## src/rtl/uart_frame_pkg.sv

```systemverilog
// Shared constants and state encodings for the UART frame receiver.
package uart_frame_pkg;

    localparam int         FRAME_LEN        = 16;
    localparam logic [7:0] HDR_BYTE_DEFAULT = 8'hA5;

    typedef enum logic [1:0] {HUNT, LOAD, CSUM, COMMIT} asm_state_t;
    typedef enum logic [1:0] {IDLE, START, DATA, STOP}  uart_state_t;

endpackage

```

## src/rtl/uart_rx_byte.sv

```systemverilog
// 8N1 UART byte receiver: 2-flop RX synchroniser, mid-bit sampling and stop-bit check.
module uart_rx_byte
    import uart_frame_pkg::*;
#(
    parameter int CLKS_PER_BIT = 104
) (
    input  logic       CLK,
    input  logic       RST,
    input  logic       RX,
    output logic       byte_stb,
    output logic [7:0] byte_data,
    output logic       ferr
);

    localparam int                CW   = $clog2(CLKS_PER_BIT);
    localparam logic [CW-1:0]     HALF = CW'(CLKS_PER_BIT / 2 - 1);
    localparam logic [CW-1:0]     FULL = CW'(CLKS_PER_BIT - 1);

    uart_state_t   state;
    logic [CW-1:0] cnt;
    logic [2:0]    bitn;
    logic [7:0]    shreg;
    logic          rx_p0, rx_p1, rx_p2;

    always_ff @(posedge CLK) begin
        if (RST) begin
            rx_p0    <= 1'b1;
            rx_p1    <= 1'b1;
            rx_p2    <= 1'b1;
            state    <= IDLE;
            cnt      <= '0;
            bitn     <= '0;
            byte_stb <= 1'b0;
            ferr     <= 1'b0;
        end else begin
            // synchroniser stages; rx_p2 only serves falling-edge detection
            rx_p0    <= RX;
            rx_p1    <= rx_p0;
            rx_p2    <= rx_p1;
            byte_stb <= 1'b0;
            ferr     <= 1'b0;
            case (state)
                IDLE: begin
                    if (!rx_p1 && rx_p2) begin
                        state <= START;
                        cnt   <= '0;
                    end
                end
                START: begin
                    if (cnt == HALF) begin
                        cnt <= '0;
                        if (rx_p1) begin
                            state <= IDLE;
                        end else begin
                            state <= DATA;
                            bitn  <= '0;
                        end
                    end else begin
                        cnt <= cnt + 1'b1;
                    end
                end
                DATA: begin
                    if (cnt == FULL) begin
                        cnt   <= '0;
                        shreg <= {rx_p1, shreg[7:1]};
                        if (bitn == 3'd7) state <= STOP;
                        else              bitn  <= bitn + 1'b1;
                    end else begin
                        cnt <= cnt + 1'b1;
                    end
                end
                STOP: begin
                    if (cnt == FULL) begin
                        cnt   <= '0;
                        state <= IDLE;
                        if (rx_p1) begin
                            byte_stb  <= 1'b1;
                            byte_data <= shreg;
                        end else begin
                            ferr <= 1'b1;
                        end
                    end else begin
                        cnt <= cnt + 1'b1;
                    end
                end
                default: state <= IDLE;
            endcase
        end
    end

endmodule

```

## src/rtl/uart_frame_rx.sv

```systemverilog
// Frame assembler with double-buffered 16x8 pixel store and registered read port.
// Optional trailing XOR checksum byte enabled by defining UART_FRAME_RX_CHECKSUM_EN.
module uart_frame_rx
    import uart_frame_pkg::*;
#(
    parameter int         CLKS_PER_BIT = 104,
    parameter int         TIMEOUT_CLKS = 12000,
    parameter logic [7:0] HDR_BYTE     = HDR_BYTE_DEFAULT
) (
    input  logic       CLK,
    input  logic       RST,
    input  logic       RX,
    input  logic [3:0] rd_addr,
    output logic [7:0] rd_data,
    output logic       frame_ready,
    output logic       frame_valid,
    output logic       frame_err,
    output logic       rx_active
);

    localparam int            TW   = $clog2(TIMEOUT_CLKS + 1);
    localparam logic [TW-1:0] TMAX = TW'(TIMEOUT_CLKS);

    logic          byte_stb;
    logic [7:0]    byte_data;
    logic          uart_ferr;
    asm_state_t    state;
    logic [3:0]    idx;
    logic [TW-1:0] tcnt;
    logic          bank_sel;
    logic          timeout;
    logic          store_we;
    logic [7:0]    store_mem [0:2*FRAME_LEN-1];
`ifdef UART_FRAME_RX_CHECKSUM_EN
    logic [7:0]    csum;
`endif

    uart_rx_byte #(.CLKS_PER_BIT(CLKS_PER_BIT)) u_rx (
        .CLK       (CLK),
        .RST       (RST),
        .RX        (RX),
        .byte_stb  (byte_stb),
        .byte_data (byte_data),
        .ferr      (uart_ferr)
    );

    assign timeout   = (tcnt == TMAX);
    assign store_we  = (state == LOAD) && byte_stb;
    assign rx_active = (state != HUNT);

    always_ff @(posedge CLK) begin
        if (RST) begin
            state       <= HUNT;
            idx         <= '0;
            tcnt        <= '0;
            bank_sel    <= 1'b0;
            frame_ready <= 1'b0;
            frame_valid <= 1'b0;
            frame_err   <= 1'b0;
        end else begin
            frame_ready <= 1'b0;
            frame_err   <= 1'b0;
            tcnt        <= (state == HUNT || byte_stb) ? '0 : tcnt + 1'b1;
            case (state)
                HUNT: begin
                    if (uart_ferr) frame_err <= 1'b1;
                    if (byte_stb && byte_data == HDR_BYTE) begin
                        idx   <= '0;
                        state <= LOAD;
`ifdef UART_FRAME_RX_CHECKSUM_EN
                        csum  <= '0;
`endif
                    end
                end
                LOAD: begin
                    if (byte_stb) begin
`ifdef UART_FRAME_RX_CHECKSUM_EN
                        csum <= csum ^ byte_data;
`endif
                        if (idx == 4'(FRAME_LEN - 1)) begin
`ifdef UART_FRAME_RX_CHECKSUM_EN
                            state <= CSUM;
`else
                            state <= COMMIT;
`endif
                        end else begin
                            idx <= idx + 1'b1;
                        end
                    end else if (uart_ferr || timeout) begin
                        frame_err <= 1'b1;
                        state     <= HUNT;
                    end
                end
`ifdef UART_FRAME_RX_CHECKSUM_EN
                CSUM: begin
                    if (byte_stb) begin
                        if (byte_data == csum) begin
                            state <= COMMIT;
                        end else begin
                            frame_err <= 1'b1;
                            state     <= HUNT;
                        end
                    end else if (uart_ferr || timeout) begin
                        frame_err <= 1'b1;
                        state     <= HUNT;
                    end
                end
`endif
                COMMIT: begin
                    // new frame becomes the front bank atomically
                    if (uart_ferr) frame_err <= 1'b1;
                    bank_sel    <= ~bank_sel;
                    frame_ready <= 1'b1;
                    frame_valid <= 1'b1;
                    state       <= HUNT;
                end
                default: state <= HUNT;
            endcase
        end
    end

    always_ff @(posedge CLK) begin
        if (store_we) store_mem[{~bank_sel, idx}] <= byte_data;
    end

    always_ff @(posedge CLK) begin
        if (RST) rd_data <= '0;
        else     rd_data <= store_mem[{bank_sel, rd_addr}];
    end

endmodule

```

## config.mk

```make
export PLATFORM = sky130hd
export DESIGN_NAME = uart_frame_rx
export DESIGN_NICKNAME = d
export VERILOG_FILES = /design/src/rtl/uart_frame_pkg.sv /design/src/rtl/uart_rx_byte.sv /design/src/rtl/uart_frame_rx.sv
export SDC_FILE = /design/constraint.sdc
export NUM_CORES = 1
export LEC_CHECK = 0
export CAP_MARGIN = 15
export CORE_MARGIN = 5
export CORE_UTILIZATION = 56
export DETAILED_ROUTE_END_ITERATION = 6
export PLACE_DENSITY = 0.75
export SLEW_MARGIN = 25
export SYNTH_ARGS = -nofsm -noshare
export SYNTH_HDL_FRONTEND = slang
export SYNTH_HIERARCHICAL = 1
export SYNTH_SLANG_ARGS = --single-unit
```

## constraint.sdc

```tcl
create_clock -name CLK -period 2.29 [get_ports CLK]
set_clock_uncertainty 0.15 [all_clocks]
set_input_delay 0.458 -clock CLK [delete_from_list [all_inputs] [get_ports CLK]]
set_output_delay 0.458 -clock CLK [all_outputs]
set_load 0.01 [all_outputs]
```

==> impl_metrics.tcl, run 1 <==
set metrics [dict create \
    dieHeight_um 161 \
    final_design_area_no_fill_um2 14600 \
    route.detailed.drc 0 \
    worstSkewPairLatency_ns 0.50 \
    worstReg2RegEnd "u_rx/byte_data[5]$_DFFE_PP_" \
    routed_wl_um 25300 \
    vias_per_cell 6.11 \
    cts-buffers-inserted 34 \
    grt_overflow_total 0 \
    number_of_standard_cells_in_the_layout_taps_in_and_fillers_out 1114 \
    routed-via-count 6809 \
    setup_total_negative_slack_ns 0 \
    post_synth_instance_area_um2 12700 \
    num_io_pins 19 \
    wire_per_inst_um 22.7 \
    die_x_um 161 \
    period_utilization_pct 95.8 \
    setup_viol 0 \
    ff2ff_setup_slack_ns 0.19 \
    route.antenna.remaining_nets 0 \
    antenna_cells_inserted 0 \
    async_flop_share_pct 0 \
    antenna_found_initial 0 \
    powerDensity_nw_per_um2 797 \
    worst_setup_path_start_kind "register" \
    detailedPlace.worstSlack_ns -0.0191 \
    finalWorstSetupSlack_ns 0.0961 \
    num_rows 55 \
    clock-sinks 321 \
    synth_enable_flop_cells 272 \
    detailed_place_hpwl_um 16100 \
    synth_most_common_cell "sky130_fd_sc_hd__edfxtp_1" \
    synth_seq_cells 321 \
    placement.cell_area_um2 13600 \
    yosys.area.top_type_share_pct 64.2 \
    path_clk_slew_ns 0.06 \
    grt_usage_pct 20.2 \
    ys_dominant_reg_cell "sky130_fd_sc_hd__edfxtp_1" \
    synth_common_cells "sky130_fd_sc_hd__edfxtp_1, sky130_fd_sc_hd__mux4_2, sky130_fd_sc_hd__nor2_1" \
    start_util_pct 56.6 \
    dieArea_um2 25800 \
    r2r_start "u_rx/cnt[0]$_SDFFE_PP0N_" \
    hp-class "reg -> reg" \
    grt_start_max_net_pins 41 \
    report.final.hold_viol_count 0 \
    final_max_slew_viol_count 0 \
    post-place-cells 1054 \
    cp-startpoint "state[0]$_SDFFE_PP0P_" \
    cts_htree_levels 2 \
    cts_setup_buffers 0 \
    grt_setup_unrepaired "false" \
    core_um2 22500 \
    max_slew_margin_vs_limit_pct 40.2 \
    maximum_resistive_drop_on_vdd_mv 0.596 \
    root_buffer "sky130_fd_sc_hd__clkbuf_16" \
    finalWorstPathRequiredPeriod_ns 2.19 \
    hold-path-cell-count 0 \
    synthCells 724 \
    finish.net_count 826 \
    post_cts_hold_buffer_count 0 \
    timing.critical_path.arrival_ns 1.59 \
    grt_pass1_vias 7216 \
    post_synth.cell_area_avg_um2 17.6 \
    timing_worst_setup_path_type "reg -> out" \
    post_synth_main_area_contributors "sky130_fd_sc_hd__edfxtp_1, sky130_fd_sc_hd__mux4_2, sky130_fd_sc_hd__dfxtp_1" \
    yosys.cell_types.count 58 \
    worst_ep_required_time_ns 1.68 \
    syn_to_layout_area_delta_pct 14.8 \
    max_slew.worst_pin.slew_ns 0.885 \
    critical_path.max_fanout 5 \
    yosysWarningCount 6 \
    synth.yosys.seq_area_share_pct 71.9 \
    drt-pass1-iter-count 5 \
    synthDominantAreaCellType "sky130_fd_sc_hd__edfxtp_1" \
    syn_nets 745 \
    ff2ff_path_depth 5 \
    tritoncts "done" \
    drt-initial-drc-count 515 \
    grt_pass1_wl_um 40600 \
    final_layout_size_suffix_gt1_share_pct 22.8 \
    max-cap-violations 0 \
    endpoint_kind_of_the_worst_setup_timing_path "primary output" \
    port-buffer-count 18 \
    outcome "finished, final reports clean" \
    leakagePower_nw 4.81 \
    routabilityCongestion 0.807 \
    cts-root-to-sink-buffers 3 \
    worst_setup_path_endpoint "rx_active" \
    fmaxAchievable_ghz 0.456 \
]
==> power breakdown <==
group | total [mW] | switching (mW) | internal, mW
logic | 0.440 | 0.220 | 0.220
registers | 6.28 | 0.0180 | 6.27
clock network | 4.92 | 2.06 | 2.86
total | 11.6 | 2.30 | 9.34
==> cells in the final DEF, fill, tap and decap left out, drive strengths merged, types with 7 or more instances in the layout <==
master         netlist  final
mux2i               21     21
and3                 8      8
a22oi                8      8
nand2               29     29
a21oi               25     25
dfxtp               49     49
inv                 17     19
nand3               14     14
nor2                51     51
buf                 19     64
o21ai               10     10
and2                 7      7
clkdlybuf4s50        0     14
xnor2                7      7
mux4                64     64
clkinv               0      7
clkbuf              15     51
nor2b                8      8
ha                  14     14
edfxtp             272    272
==> stage by stage <==
stage | hold WS (ns) | total power, mW | utilization (%)
4_1_cts | 0.274 | 11.8 | 64.9
2_1_floorplan | 0.239 | 6.70 | -
3_3_place_gp | 0.252 | 6.83 | 60.5
5_1_grt | 0.291 | 12.1 | 64.9
3_5_place_dp | 0.255 | 6.85 | 60.5
6_report | 0.274 | 11.6 | 64.9
==> state kept, by name (all words and copies together), names as in the netlist, 2 cells and up, named ones only <==
signal and cells:
state 2, tcnt 14, u_rx/byte_data 8, store_mem 256, rd_data 8, idx 4, u_rx/shreg 8, u_rx/bitn 3
u_rx/cnt 7
==> cell type report <==
| type | instances | area (um2) |
|---|---|---|
| clock inverters | 9 | 47.5 |
| well taps | 285 | 357 |
| inverters | 17 | 63.8 |
| flip-flops and latches | 321 | 9150 |
| fillers | 1483 | 7890 |
| clock buffers | 51 | 946 |
| multi-input cells | 352 | 3350 |
| repair buffers | 79 | 699 |
==> metal layers <==
| layer | global-route usage (%) | share of wire, % | vias up | routed length (um) |
|---|---|---|---|---|
| met5 | 0 | 0 | - | 0 |
| met3 | 4.90 | 5.9 | 50 | 1500 |
| met2 | 33.2 | 50 | 214 | 12500 |
| met1 | 27.2 | 42 | 3510 | 10500 |
| met4 | 6.24 | 3.0 | 0 | 750 |
| li1 | - | - | 3035 | - |
==> cells by family (layout without fill, tap and decap cells) <==
logic type / count (synthesis) / after routing / synth area share [%]
adders and majority gates: 14 / 14 / 1.38
buffers and inverters: 51 / 156 / 1.93
AOI/OAI and AO/OA: 75 / 75 / 3.83
muxes: 88 / 88 / 13.2
and+or+nand+nor: 166 / 166 / 7.11
DFF: 321 / 321 / 71.9
xor gates and xnor gates: 9 / 9 / 0.619
==> worst min-delay path by stage <==
stage,to,start
after detailed placement,u_rx/rx_p1$_SDFF_PP1_,u_rx/rx_p0$_SDFF_PP1_
after floorplan,u_rx/rx_p1$_SDFF_PP1_,u_rx/rx_p0$_SDFF_PP1_
after CTS,u_rx/byte_data[0]$_DFFE_PP_,u_rx/shreg[0]$_DFFE_PP_
final,u_rx/byte_data[0]$_DFFE_PP_,u_rx/shreg[0]$_DFFE_PP_
after global placement,u_rx/rx_p1$_SDFF_PP1_,u_rx/rx_p0$_SDFF_PP1_
after global routing,u_rx/rx_p1$_SDFF_PP1_,u_rx/rx_p0$_SDFF_PP1_
==> repair_timing <==
action | CTS | global route
endpoints found under the hold margin | 0 | 0
resized for setup | 2 | 0
endpoints found under the setup margin | 1 | 0
==> worst max-delay path, cell delays in order, from the launching register on <==
cell	delay, ns
sky130_fd_sc_hd__dfxtp_1	0.38
sky130_fd_sc_hd__inv_1	0.10
sky130_fd_sc_hd__ha_2	0.23
sky130_fd_sc_hd__inv_1	0.10
sky130_fd_sc_hd__dlygate4sd2_1	0.28
(Power assumes the default switching activity.)
==> run 2: changes to the inputs <==
CORE_MARGIN = default   (was 5)
CORE_UTILIZATION = 35   (was 56)
PLACE_DENSITY = 0.51   (was 0.75)
==> impl_metrics.tcl, run 2 (synthesis gave the netlist of run 1 again) <==
set metrics [dict create \
    max_stage_delay_ns 0.36 \
    start_util_pct 35.7 \
    post-place-cells 1239 \
    timing.critical_path.arrival_ns 1.60 \
    number_of_standard_cells_in_the_layout_taps_in_and_fillers_out 1305 \
    path_clk_slew_ns 0.05 \
    grt_pass1_vias 7022 \
    hp-class "reg -> reg" \
    cts-root-to-sink-buffers 3 \
    period_utilization_pct 96.4 \
    maximum_resistive_drop_on_vdd_mv 0.410 \
    wire_per_inst_um 20.9 \
    powerDensity_nw_per_um2 820 \
    final_max_slew_viol_count 0 \
    detailroute.wirelength.met3_um 967 \
    finalWorstPathRequiredPeriod_ns 2.21 \
    setup_viol 0 \
    totalPowerFinal_mw 12.4 \
    clock-sinks 321 \
    detailed_place_hpwl_um 17500 \
    drt-initial-drc-count 481 \
    largest-register "store_mem" \
    dieHeight_um 193 \
    antenna_found_initial 0 \
    antenna_cells_inserted 0 \
    failed_checks "DRC" \
    timing.critical_path.max_delay_family "buffers and inverters" \
    final_design_area_no_fill_um2 15100 \
    num_io_pins 19 \
    die_x_um 193 \
    grt_start_max_net_pins 33 \
    grt_usage_pct 15.2 \
    routed-via-count 6748 \
    endpoint_kind_of_the_worst_setup_timing_path "primary output" \
    placement.cell_area_um2 13900 \
    grt_overflow_total 0 \
    final_layout_size_suffix_gt1_share_pct 24.5 \
    max_slew.worst_pin.slew_ns 0.545 \
    finish.net_count 838 \
    reg.largest.list "store_mem: 256 flops, tcnt: 14 flops" \
    top_layer_used "met4" \
    root_buffer "sky130_fd_sc_hd__clkbuf_16" \
    fmaxAchievable_ghz 0.453 \
    outcome "complete, but fails checks" \
    cp_slowest_cell "sky130_fd_sc_hd__dfxtp_1" \
    route.layer.met1.wl_um 12200 \
    layout_commonest_cell "sky130_fd_sc_hd__edfxtp_1" \
    num_rows 69 \
    core_um2 35700 \
    route.met2.wl_um 13500 \
    grt_setup_unrepaired "false" \
    syn_to_layout_area_delta_pct 18.3 \
    vias_per_cell 5.17 \
    path_buf_inv 3 \
    largest_register_ffs 256 \
    report.final.hold_viol_count 0 \
    cts-buffers-inserted 37 \
    timing_worst_setup_path_type "reg -> out" \
    max-cap-violations 0 \
    max_slew_margin_vs_limit_pct 63.5 \
    worst_ep_required_time_ns 1.68 \
    routabilityCongestion 0.768 \
    routed_wl_um 27300 \
    critical_path.max_fanout 5 \
    worst_setup_path_start_kind "register" \
    most-common-layout-cells "sky130_fd_sc_hd__edfxtp_1, sky130_fd_sc_hd__buf_4, sky130_fd_sc_hd__mux4_2, sky130_fd_sc_hd__nor2_1, sky130_fd_sc_hd__dfxtp_1" \
    cts_htree_levels 2 \
    leakagePower_nw 4.94 \
    port-buffer-count 18 \
    route.detailed.drc 2 \
    route.antenna.remaining_nets 0 \
    timing.critical_path.mode_cell "sky130_fd_sc_hd__inv_1" \
    tritoncts "done" \
    dieArea_um2 37100 \
    worstSkewPairLatency_ns 0.51 \
    post_cts_hold_buffer_count 0 \
    drt-pass1-iter-count 7 \
    worstPathCellList "inv_1 -> ha_1 -> inv_1 -> clkdlybuf4s15_1" \
    grt_pass1_wl_um 41900 \
]
-- run 2: cell types whose count changed in the layout (fill, tap and decap cells not counted), sizes merged --
cell           delta
buf               +9
bufinv            +3
clkinv            +2
inv               +2
clkbuf            -1
clkdlybuf4s15     +1
dlygate4sd2       -1
-- run 2: layout make-up --
cell class	instances	area [um2]
Tap cell	461	577
Sequential cell	321	9150
Clock inverter	16	169
Inverter	17	63.8
Clock buffer	50	985
Timing Repair Buffer	88	768
Fill cell	3156	20600
Multi-Input combinational cell	352	3340
-- run 2: path summary, 6_finish.rpt --
check,depth (start not counted),startpoint,slack [ns],to
min reg2reg,1,u_rx/rx_p0$_SDFF_PP1_,0.25,u_rx/rx_p1$_SDFF_PP1_
max reg2reg,5,u_rx/cnt[0]$_SDFFE_PP0N_,0.16,u_rx/shreg[5]$_DFFE_PP_
max,4,state[0]$_SDFFE_PP0P_,0.08,rx_active
min,1,u_rx/rx_p0$_SDFF_PP1_,0.25,u_rx/rx_p1$_SDFF_PP1_
-- run 2: layer usage --
layer	track usage, %	vias up
met3	2.22	45
met2	26.3	163
met1	19.7	3484
li1	-	3056
met4	4.21	0
met5	0	-
-- run 2: what timing repair did --
action                     in CTS  in global routing
resized for setup               1                  1
gates cloned                    0                  0
setup buffers                   0                  0
setup endpoints to repair       1                  1
-- run 2: power breakdown --
part	switching, mW	internal, mW	total, mW	leakage, nW
Combinational	0.229	0.230	0.460	1.53
Clock	2.24	3.37	5.61	0.568
Sequential	0.0162	6.27	6.28	2.84
Total	2.48	9.87	12.4	4.94
-- run 2: stage by stage --
step / setup WS (ns) / setup TNS (ns) / hold WS, ns / util, %
6_report: 0.0831 / 0 / 0.254 / 42.2
5_1_grt: 0.00974 / 0 / 0.265 / 42.2
4_1_cts: 0.0269 / 0 / 0.260 / 42.2
3_5_place_dp: -0.176 / -0.959 / 0.260 / 39.0
3_3_place_gp: -0.211 / -1.19 / 0.244 / 39.0
2_1_floorplan: 0.0966 / 0 / 0.239 / -
